`src/rtl/fetch_pkg.sv`:
```
// Shared types and constants for the instruction fetch stage.
// Latency: n/a (types only).
// Backpressure: n/a.
package fetch_pkg;

  // Bytes per instruction word and the PC read-ahead the register file sees.
  localparam logic [31:0] INSTR_BYTES   = 32'd4;
  localparam logic [31:0] PC_READ_AHEAD = 32'd8;
  localparam int          FIFO_DEPTH    = 2;

  // One instruction-buffer entry: the fetched word and its byte address.
  typedef struct packed {
    logic [31:0] instr;
    logic [31:0] pc;
  } fetch_entry_t;

endpackage

```
`src/rtl/fetch_stage_if.sv`:
```
// Fetch-stage bus: instruction memory port, redirect input, decode handshake.
// Latency: n/a (wiring only).
// Backpressure: out_ready from the consumer; imem has no backpressure.
// Ports: master = fetch stage side, slave = memory/decode/branch side.
interface fetch_stage_if;

  logic        imem_req;
  logic [31:0] imem_addr;
  logic [31:0] imem_rdata;
  logic        branch_taken;
  logic [31:0] branch_target;
  logic        out_valid;
  logic        out_ready;
  logic [31:0] out_instr;
  logic [31:0] out_pc;
  logic [31:0] out_pc_plus8;

  modport master (
    output imem_req, imem_addr, out_valid, out_instr, out_pc, out_pc_plus8,
    input  imem_rdata, branch_taken, branch_target, out_ready
  );

  modport slave (
    input  imem_req, imem_addr, out_valid, out_instr, out_pc, out_pc_plus8,
    output imem_rdata, branch_taken, branch_target, out_ready
  );

endinterface

```
`src/rtl/fetch_fifo.sv`:
```
// Two-entry instruction buffer of fetch_entry_t with flush.
// Latency: a push is visible at the head the following cycle.
// Backpressure: caller must not push when full without a pop; guarded here anyway.
// Ports: clk, reset (sync, active-low), push_i/push_dat_i, pop_i, flush_i,
//        head_dat_o (oldest entry), count_o (occupancy 0..2).
module fetch_fifo
  import fetch_pkg::*;
(
  input  logic         clk,
  input  logic         reset,
  input  logic         push_i,
  input  fetch_entry_t push_dat_i,
  input  logic         pop_i,
  input  logic         flush_i,
  output fetch_entry_t head_dat_o,
  output logic [1:0]   count_o
);

  fetch_entry_t mem_q [FIFO_DEPTH];
  logic         wr_ptr_q, wr_ptr_d;
  logic         rd_ptr_q, rd_ptr_d;
  logic [1:0]   count_q, count_d;
  logic         do_push, do_pop;

  // Never pop empty, never push full unless the same cycle frees a slot.
  assign do_pop  = pop_i && (count_q != 2'd0);
  assign do_push = push_i && ((count_q != 2'd2) || do_pop);

  always_comb begin
    wr_ptr_d = wr_ptr_q;
    rd_ptr_d = rd_ptr_q;
    count_d  = count_q;
    if (flush_i) begin
      wr_ptr_d = 1'b0;
      rd_ptr_d = 1'b0;
      count_d  = 2'd0;
    end else begin
      if (do_push) wr_ptr_d = ~wr_ptr_q;
      if (do_pop)  rd_ptr_d = ~rd_ptr_q;
      if (do_push && !do_pop)      count_d = count_q + 2'd1;
      else if (!do_push && do_pop) count_d = count_q - 2'd1;
    end
  end

  always_ff @(posedge clk) begin
    if (!reset) begin
      wr_ptr_q <= 1'b0;
      rd_ptr_q <= 1'b0;
      count_q  <= 2'd0;
    end else begin
      wr_ptr_q <= wr_ptr_d;
      rd_ptr_q <= rd_ptr_d;
      count_q  <= count_d;
    end
  end

  // Storage needs no reset: count qualifies every read.
  always_ff @(posedge clk) begin
    if (do_push && !flush_i) mem_q[wr_ptr_q] <= push_dat_i;
  end

  assign head_dat_o = mem_q[rd_ptr_q];
  assign count_o    = count_q;

endmodule

```
`src/rtl/fetch_stage.sv`:
```
// Instruction fetch: PC, one-deep in-flight tracking, issue control, 2-entry buffer.
// Latency: req in cycle 0, data in cycle 1, out_valid in cycle 2; one instr/cycle.
// Backpressure: out_ready=0 stalls issue once buffer+in-flight reaches depth.
// Ports: clk, reset (sync, active-low), bus (fetch_stage_if.master).
module fetch_stage
  import fetch_pkg::*;
#(
  parameter logic [31:0] RESET_PC  = 32'h0000_0000,
  parameter int          BUF_DEPTH = 2
) (
  input  logic           clk,
  input  logic           reset,
  fetch_stage_if.master  bus
);

  localparam logic [2:0] DEPTH_L = 3'(BUF_DEPTH);

  logic [31:0]  pc_q, pc_d;
  logic         inflight_q, inflight_d;
  logic [31:0]  inflight_pc_q, inflight_pc_d;
  logic [1:0]   count;
  fetch_entry_t head_dat, push_dat;
  logic         out_vld, pop, push, issue;
  logic [2:0]   occ_after_pop;
  logic [31:0]  target_aligned;

  // Outputs are forced quiet while reset is held, even if state is still stale.
  assign out_vld = reset && (count != 2'd0);
  // A redirect cancels the pop: the head is being flushed, not consumed.
  assign pop     = out_vld && bus.out_ready && !bus.branch_taken;
  // Slots committed after this cycle's pop; issue only if one stays free.
  assign occ_after_pop = {1'b0, count} + {2'b00, inflight_q} - {2'b00, pop};
  assign issue   = reset && !bus.branch_taken && (occ_after_pop < DEPTH_L);
  // A redirect squashes the returning word.
  assign push    = reset && inflight_q && !bus.branch_taken;

  assign target_aligned = bus.branch_target & ~32'h0000_0003;
  assign push_dat       = '{instr: bus.imem_rdata, pc: inflight_pc_q};

  always_comb begin
    pc_d          = pc_q;
    inflight_d    = issue;
    inflight_pc_d = inflight_pc_q;
    if (bus.branch_taken) pc_d = target_aligned;
    else if (issue)       pc_d = pc_q + INSTR_BYTES;
    if (issue) inflight_pc_d = pc_q;
  end

  always_ff @(posedge clk) begin
    if (!reset) begin
      pc_q          <= RESET_PC;
      inflight_q    <= 1'b0;
      inflight_pc_q <= 32'd0;
    end else begin
      pc_q          <= pc_d;
      inflight_q    <= inflight_d;
      inflight_pc_q <= inflight_pc_d;
    end
  end

  fetch_fifo u_fifo (
    .clk        (clk),
    .reset      (reset),
    .push_i     (push),
    .push_dat_i (push_dat),
    .pop_i      (pop),
    .flush_i    (bus.branch_taken),
    .head_dat_o (head_dat),
    .count_o    (count)
  );

  assign bus.imem_req     = issue;
  assign bus.imem_addr    = pc_q;
  assign bus.out_valid    = out_vld;
  assign bus.out_instr    = out_vld ? head_dat.instr : 32'd0;
  assign bus.out_pc       = out_vld ? head_dat.pc    : 32'd0;
  assign bus.out_pc_plus8 = bus.out_pc + PC_READ_AHEAD;

endmodule

```
`src/flat_wrapper.sv`:
```
// flat-port wrapper written by rule: the top's interface ports become plain ports
module fetch_stage_flat import fetch_pkg::*;
#(
  parameter logic [31:0] RESET_PC  = 32'h0000_0000,
  parameter int          BUF_DEPTH = 2
)
  (clk, reset, bus_imem_req, bus_imem_addr, bus_out_valid, bus_out_instr, bus_out_pc, bus_out_pc_plus8, bus_imem_rdata, bus_branch_taken, bus_branch_target, bus_out_ready);
  fetch_stage_if bus_i ();
  input  logic clk;
  input  logic reset;
  output wire logic [$bits(bus_i.imem_req)-1:0] bus_imem_req;
  output wire logic [$bits(bus_i.imem_addr)-1:0] bus_imem_addr;
  output wire logic [$bits(bus_i.out_valid)-1:0] bus_out_valid;
  output wire logic [$bits(bus_i.out_instr)-1:0] bus_out_instr;
  output wire logic [$bits(bus_i.out_pc)-1:0] bus_out_pc;
  output wire logic [$bits(bus_i.out_pc_plus8)-1:0] bus_out_pc_plus8;
  input wire logic [$bits(bus_i.imem_rdata)-1:0] bus_imem_rdata;
  input wire logic [$bits(bus_i.branch_taken)-1:0] bus_branch_taken;
  input wire logic [$bits(bus_i.branch_target)-1:0] bus_branch_target;
  input wire logic [$bits(bus_i.out_ready)-1:0] bus_out_ready;
  assign bus_imem_req = bus_i.imem_req;
  assign bus_imem_addr = bus_i.imem_addr;
  assign bus_out_valid = bus_i.out_valid;
  assign bus_out_instr = bus_i.out_instr;
  assign bus_out_pc = bus_i.out_pc;
  assign bus_out_pc_plus8 = bus_i.out_pc_plus8;
  assign bus_i.imem_rdata = bus_imem_rdata;
  assign bus_i.branch_taken = bus_branch_taken;
  assign bus_i.branch_target = bus_branch_target;
  assign bus_i.out_ready = bus_out_ready;
  fetch_stage #(.RESET_PC(RESET_PC), .BUF_DEPTH(BUF_DEPTH)) u_core (.clk(clk), .reset(reset), .bus(bus_i));
endmodule
```
`config.mk`:
```
export PLATFORM = sky130hd
export DESIGN_NAME = fetch_stage_flat
export DESIGN_NICKNAME = d
export VERILOG_FILES = /design/src/rtl/fetch_pkg.sv /design/src/rtl/fetch_stage_if.sv /design/src/rtl/fetch_fifo.sv /design/src/rtl/fetch_stage.sv /design/src/flat_wrapper.sv
export SDC_FILE = /design/constraint.sdc
export NUM_CORES = 1
export LEC_CHECK = 0
export CORE_UTILIZATION = 55
export CTS_CLUSTER_DIAMETER = 100
export CTS_CLUSTER_SIZE = 40
export DETAILED_ROUTE_END_ITERATION = 6
export PLACE_DENSITY = 0.83
export SYNTH_ARGS = -nofsm -noshare
export SYNTH_HDL_FRONTEND = slang
export SYNTH_HIERARCHICAL = 1
export SYNTH_SLANG_ARGS = --single-unit
export TNS_END_PERCENT = 20
```
`constraint.sdc`:
```
create_clock -name clk -period 10.3 [get_ports clk]
set_input_delay 1.03 -clock clk [delete_from_list [all_inputs] [get_ports clk]]
set_output_delay 1.03 -clock clk [all_outputs]
set_load 0.02 [all_outputs]
```
==> results_dict.tcl, run 1 <==
set metrics [dict create \
    final_common_cell "clkdlybuf4s50_1" \
    layout_common_cells "clkdlybuf4s50_1, edfxtp_1, nand2_1" \
    synth-xor-area-share_pct 4.588 \
    numCtsBuffers 17 \
    synthTopCellsByArea "edfxtp_1, dfxtp_1, mux2_2" \
    pwr_density_cell_nw_per_um2 142.6 \
    synth-warning-count 6 \
    die_area_um2 16430 \
    n_antenna_cell 0 \
    ctsResizeCount 0 \
    hold_buffers 0 \
    crit_fanout 69 \
    drtPass1Iterations 5 \
    die_w_um 128.2 \
    rsz0062_at_grt "no" \
    run_status "finished clean" \
    dieHeight_um 128.2 \
    area_growth_pct 30.67 \
    cp-start-kind "primary input" \
    internal_power_mw 1.285 \
    yosysSeqAreaShare_pct 59.00 \
    synth_compound_area_share_pct 6.631 \
    async_flop_share_pct 0 \
    antenna_found_initial 0 \
    start_util_pct 56.96 \
    drt_iter0_markers 537 \
    seqPwrFrac_pct 52.7 \
    critPathCaptureType "primary output" \
    num_rows 45 \
    fmax_ghz 0.1762 \
    synth_edf_count 128 \
    maxSlewViolCount 0 \
    setup_violations 0 \
    cts_buffer_depth 2 \
    leakagePower_nw 3.963 \
    ys_seq_elements 194 \
    yosysTopAreaCell "edfxtp_1" \
    fin_setup_tns_ns 0 \
    tritoncts "built" \
    muxShareOfSynthArea_pct 8.732 \
    hold_viol 0 \
    drc 0 \
    grt_max_degree 70 \
    drv_cap 0 \
    n_fill_cell 1012 \
    period_share_pct 55.09 \
    clock-root-buffer "clkbuf_16" \
    dp_hpwl_um 14270 \
    yosysTopAreaCellShare_pct 43.90 \
    grt_use_total_pct 26.13 \
    routed_via_density 5.524 \
    netSwitchingFraction_pct 21.22 \
    regArea_um2 5166 \
    wl_per_cell_um 18.03 \
    synthDistinctLibCells 60 \
    synthAdderAreaFrac_pct 0.8003 \
    critical_path_required_ns 9.27 \
    syn_area_um2 8755 \
    synth_simple_gate_area_share_pct 16.84 \
    synth_area_per_cell_um2 11.66 \
    routed_wl_um 20850 \
    finClkSkew_ns 0.009860 \
    grt_pass1_vias 6193 \
    vdd_drop_max_mv 0.1223 \
    vias 6386 \
    clkPwrFrac_pct 40.6 \
    setup_slack_ns 4.625 \
    drive_gt1_share_pct 13.44 \
    synth_cells 751 \
    place_ws_ns 4.627 \
    overflow 0 \
    numPortBuffers 193 \
    io_pins 198 \
    critPathKind "in -> out" \
    ys.flop_type "edfxtp_1" \
    cts_sinks 194 \
    switching_power_uw 346.0 \
    hold_path_class "reg -> reg" \
    post_cts_buffers 0 \
    synth_top_family_by_area "simple AND/OR/NAND/NOR gates" \
    grt_pass1_wl_um 32720 \
    final_antenna_net_count 0 \
    finalWeightedCongestion 0.9151 \
    relSlewSlack_pct 40.67 \
    clk_latency_ns 0.42 \
    comb_power_share_pct 6.7 \
    multi_input_area_um2 3323 \
    nets 1006 \
    core-area_um2 15370 \
    period_needed_ns 5.675 \
    worst-endpoint-arrival_ns 4.64 \
    tightestPinTransition_ns 0.8844 \
    cts.clk_slew.worst_paths_ns 0.07 \
    htreeDepth 4 \
]
==> per-stage QoR <==
stage / hold WS (ns) / instance area, um2 / total power [mW] / utilization (%) / instances
after floorplan: 0.4254 / 8773 / 0.9226 / - / 756
after global placement: 0.4306 / 10820 / 0.9813 / 70.42 / 1125
after detailed placement: 0.4391 / 10820 / 0.9833 / 70.42 / 1125
after CTS: 0.4547 / 11440 / 1.639 / 74.42 / 1156
after global routing: 0.4688 / 11440 / 1.683 / 74.42 / 1156
final: 0.4537 / 11440 / 1.631 / 74.42 / 1156
==> final cells by class <==
cell class | count | share of cell area (%)
Clock inverter | 9 | 0.7656
Tap cell | 211 | 2.308
Inverter | 19 | 0.6234
Timing Repair Buffer | 202 | 17.48
Multi-Input combinational cell | 499 | 29.05
Sequential cell | 194 | 45.16
Clock buffer | 22 | 4.616
==> power by group through the flow <==
stage,clock network (mW),registers (mW),logic [mW]
global route,0.705,0.861,0.116
finish,0.662,0.860,0.109
floorplan,0,0.880,0.0428
detailed placement,0,0.876,0.107
global placement,0,0.876,0.106
CTS,0.671,0.859,0.108
==> Yosys cell counts, types with 3 or more instances <==
cell type and instances:
a211oi_1 3, a21oi_1 50, a31oi_1 3, and2_1 64, and3_1 4, and4_1 3
buf_2 7, buf_4 13, clkbuf_1 23, dfxtp_1 66, edfxtp_1 128, ha_1 4
inv_1 16, mux2_2 67, nand2_1 94, nand2b_1 3, nand3_1 27, nand4_1 12
nor2_1 25, nor3_1 17, nor3_2 3, nor4_1 8, o21ai_0 11, o311ai_0 6
or3_1 7, or4_1 4, xnor2_1 24, xor2_1 20
==> per-layer routing <==
layer / part of all wire, % / up-vias / track usage [%]
met5: 0 / - / 0
met4: 2.7 / 0 / 10.87
met3: 9.5 / 43 / 6.553
met2: 45 / 324 / 41.24
met1: 43 / 2972 / 34.48
li1: - / 3047 / -
==> worst paths after layout <==
check                                              from                                     to  slack [ns]  cells past startpoint
setup / recovery                                  reset                   bus_out_pc_plus8[26]        4.63                     10
hold / removal    u_core/inflight_pc_q[19]$_SDFFE_PN0P_   u_core/u_fifo/mem_q[1][19]$_DFFE_PP_        0.45                      0
setup reg to reg  u_core/u_fifo/count_o[1]$_SDFFE_PP0P_  u_core/bus.imem_addr[24]$_SDFFE_PN0P_        6.27                     11
hold reg to reg   u_core/inflight_pc_q[19]$_SDFFE_PN0P_   u_core/u_fifo/mem_q[1][19]$_DFFE_PP_        0.45                      0
==> flip-flops by register name, indices dropped and copies added, names as in the netlist, named ones only <==
signal                  cells
u_core/bus.imem_addr       30
u_core/inflight_pc_q       30
u_core/inflight_q           1
u_core/u_fifo/count_o       2
u_core/u_fifo/mem_q       128
u_core/u_fifo/rd_ptr_q      1
u_core/u_fifo/wr_ptr_q      1
==> logic make-up after synthesis <==
family,after synthesis
adder cells (fa/ha/maj),5
AO/OA/AOI/OAI,93
multiplexers,68
buffers and inverters,63
XOR/XNOR,45
flip-flops,194
AND/OR/NAND/NOR,282
other,1
==> worst max-delay path: stages <==
cell and delay (ns):
clkdlybuf4s50_1 0.45, buf_4 0.26, o21ai_1 0.25, inv_2 0.13, buf_4 0.49, nand4_1 0.41
or2_2 0.44, nor4_1 0.36, xor2_1 0.18, clkdlybuf4s50_1 0.63
Power figures use the tool's default switching activity.
==> inputs of run 2 (changes only) <==
- CORE_UTILIZATION: 55 -> 51
- PLACE_DENSITY: 0.83 -> 0.78
- clock period: 10.3 -> 5.25 ns (I/O delays scaled with it)
==> results_dict.tcl, run 2 (synthesis gave the netlist of run 1 again) <==
set metrics [dict create \
    maxSlewViolCount 0 \
    min_from "u_core/inflight_pc_q[30]$_SDFFE_PN0P_" \
    critPathCaptureType "primary output" \
    fin_total_pwr_mw 3.142 \
    place_ws_ns 0.8216 \
    r2r_start "u_core/u_fifo/count_o[1]$_SDFFE_PP0P_" \
    fin_util_pct 68.39 \
    n_antenna_cell 0 \
    overflow 0 \
    leakagePower_nw 3.943 \
    clock-root-buffer "clkbuf_16" \
    n_fill_cell 1259 \
    numPortBuffers 193 \
    grt_pass1_vias 6007 \
    num_rows 47 \
    drc 0 \
    ctsResizeCount 0 \
    vias 6351 \
    final_common_cell "clkdlybuf4s50_1" \
    fin_setup_tns_ns 0 \
    routed_via_density 5.438 \
    hold_path_end "u_core/u_fifo/mem_q[1][30]$_DFFE_PP_" \
    final_antenna_net_count 0 \
    cp-start-kind "primary input" \
    io_pins 198 \
    relSlewSlack_pct 35.09 \
    hold_path_class "reg -> reg" \
    pwr_density_cell_nw_per_um2 275.0 \
    tritoncts "built" \
    holdWs_ns 0.4532 \
    cts_buffer_depth 2 \
    r2r_slack_ns 1.47 \
    place_inst 1136 \
    top_register "u_core/u_fifo/mem_q" \
    min_path_cells 0 \
    dieHeight_um 133.0 \
    start_util_pct 52.42 \
    setup_violations 0 \
    nets 1008 \
    core-area_um2 16700 \
    routed_wl_um 20140 \
    cts_sinks 194 \
    drtPass1Iterations 5 \
    largest_reg_flops 128 \
    period_needed_ns 4.421 \
    rsz0062_at_grt "no" \
    hold_buffers 0 \
    grt_pass1_wl_um 31920 \
    numCtsBuffers 17 \
    cts.clk_slew.worst_paths_ns 0.06 \
    finClkSkew_ns 0.009795 \
    grt_max_degree 65 \
    die_area_um2 17690 \
    reg2reg_depth 10 \
    finalInstanceArea_um2 11420 \
    htreeDepth 4 \
    wl_per_cell_um 17.24 \
    worst-endpoint-arrival_ns 3.90 \
    postPlaceCellArea_um2 10850 \
    finalWeightedCongestion 0.8547 \
    worstReg2RegEnd "u_core/bus.imem_addr[24]$_SDFFE_PN0P_" \
    run_status "finished clean" \
    clk_latency_ns 0.42 \
    drive_gt1_share_pct 13.40 \
    layout_common_cells "clkdlybuf4s50_1, edfxtp_1, nand2_1" \
    antenna_found_initial 0 \
    setup_slack_ns 0.8295 \
    tightestPinTransition_ns 0.9726 \
    fin_cells 1168 \
    post_cts_buffers 0 \
    hold_viol 0 \
    drt_iter0_markers 481 \
    fmax_ghz 0.2262 \
    critPathKind "in -> out" \
    dp_hpwl_um 14040 \
    area_growth_pct 30.47 \
    drv_cap 0 \
    critical_path_required_ns 4.72 \
    grt_use_total_pct 23.24 \
    vdd_drop_max_mv 0.2708 \
    die_w_um 133.0 \
    period_share_pct 84.20 \
    crit_fanout 20 \
]
-- run 2: cell count changes in the layout (fill, tap and decap cells not counted), moves of 2 or more --
cell	change
clkbuf_16	-2
clkinvlp_4	+2
clkbuf_1	+3
inv_4	+2
buf_4	+2
clkinv_2	-2
-- run 2: layer usage --
| layer | global-route usage (%) | wire length, um | vias to the layer above | share of wire (%) |
|---|---|---|---|---|
| li1 | - | - | 3053 | - |
| met1 | 33.05 | 9077 | 3021 | 45 |
| met2 | 36.07 | 9205 | 262 | 46 |
| met3 | 5.249 | 1671 | 15 | 8.3 |
| met4 | 5.683 | 182 | 0 | 0.90 |
| met5 | 0 | 0 | - | 0 |
-- run 2: final cells by class --
type | count | area, um2 | share of cell area, %
inverter | 19 | 71.32 | 0.6244
clock buffer | 22 | 475.5 | 4.163
sequential | 194 | 5166 | 45.23
timing repair buffer | 204 | 2014 | 17.64
clock inverter | 10 | 96.34 | 0.8435
multi-input combinational | 499 | 3323 | 29.09
tap | 220 | 275.3 | 2.410
-- run 2: how the worst max path moves through the flow --
stage / slack [ns] / start / cells after the start / to
floorplan: -0.87 / bus_branch_taken / 5 / u_core/u_fifo/mem_q[0][0]$_DFFE_PP_
global placement: 0.88 / reset / 12 / u_core/bus.imem_addr[24]$_SDFFE_PN0P_
detailed placement: 0.82 / reset / 12 / u_core/bus.imem_addr[24]$_SDFFE_PN0P_
CTS: 0.78 / flip-flop / 8 / bus_out_pc_plus8[31]
global route: 0.66 / flip-flop / 8 / bus_out_pc_plus8[31]
finish: 0.83 / reset / 11 / bus_imem_req
-- run 2: critical path: stages --
cell and delay (ns):
clkdlybuf4s50_1 0.51, buf_4 0.28, nand2b_1 0.13, nor2_1 0.28, ha_1 0.29, nand2b_1 0.15
fa_1 0.43, xnor2_2 0.30, nand3_1 0.25, clkinv_1 0.13, clkdlybuf4s50_1 0.61
-- run 2: power by group --
part	leakage (nW)	internal, mW	total (mW)	switching, mW
Sequential	1.75	1.65	1.69	0.0379
Combinational	1.92	0.107	0.213	0.106
Clock	0.273	0.699	1.24	0.543
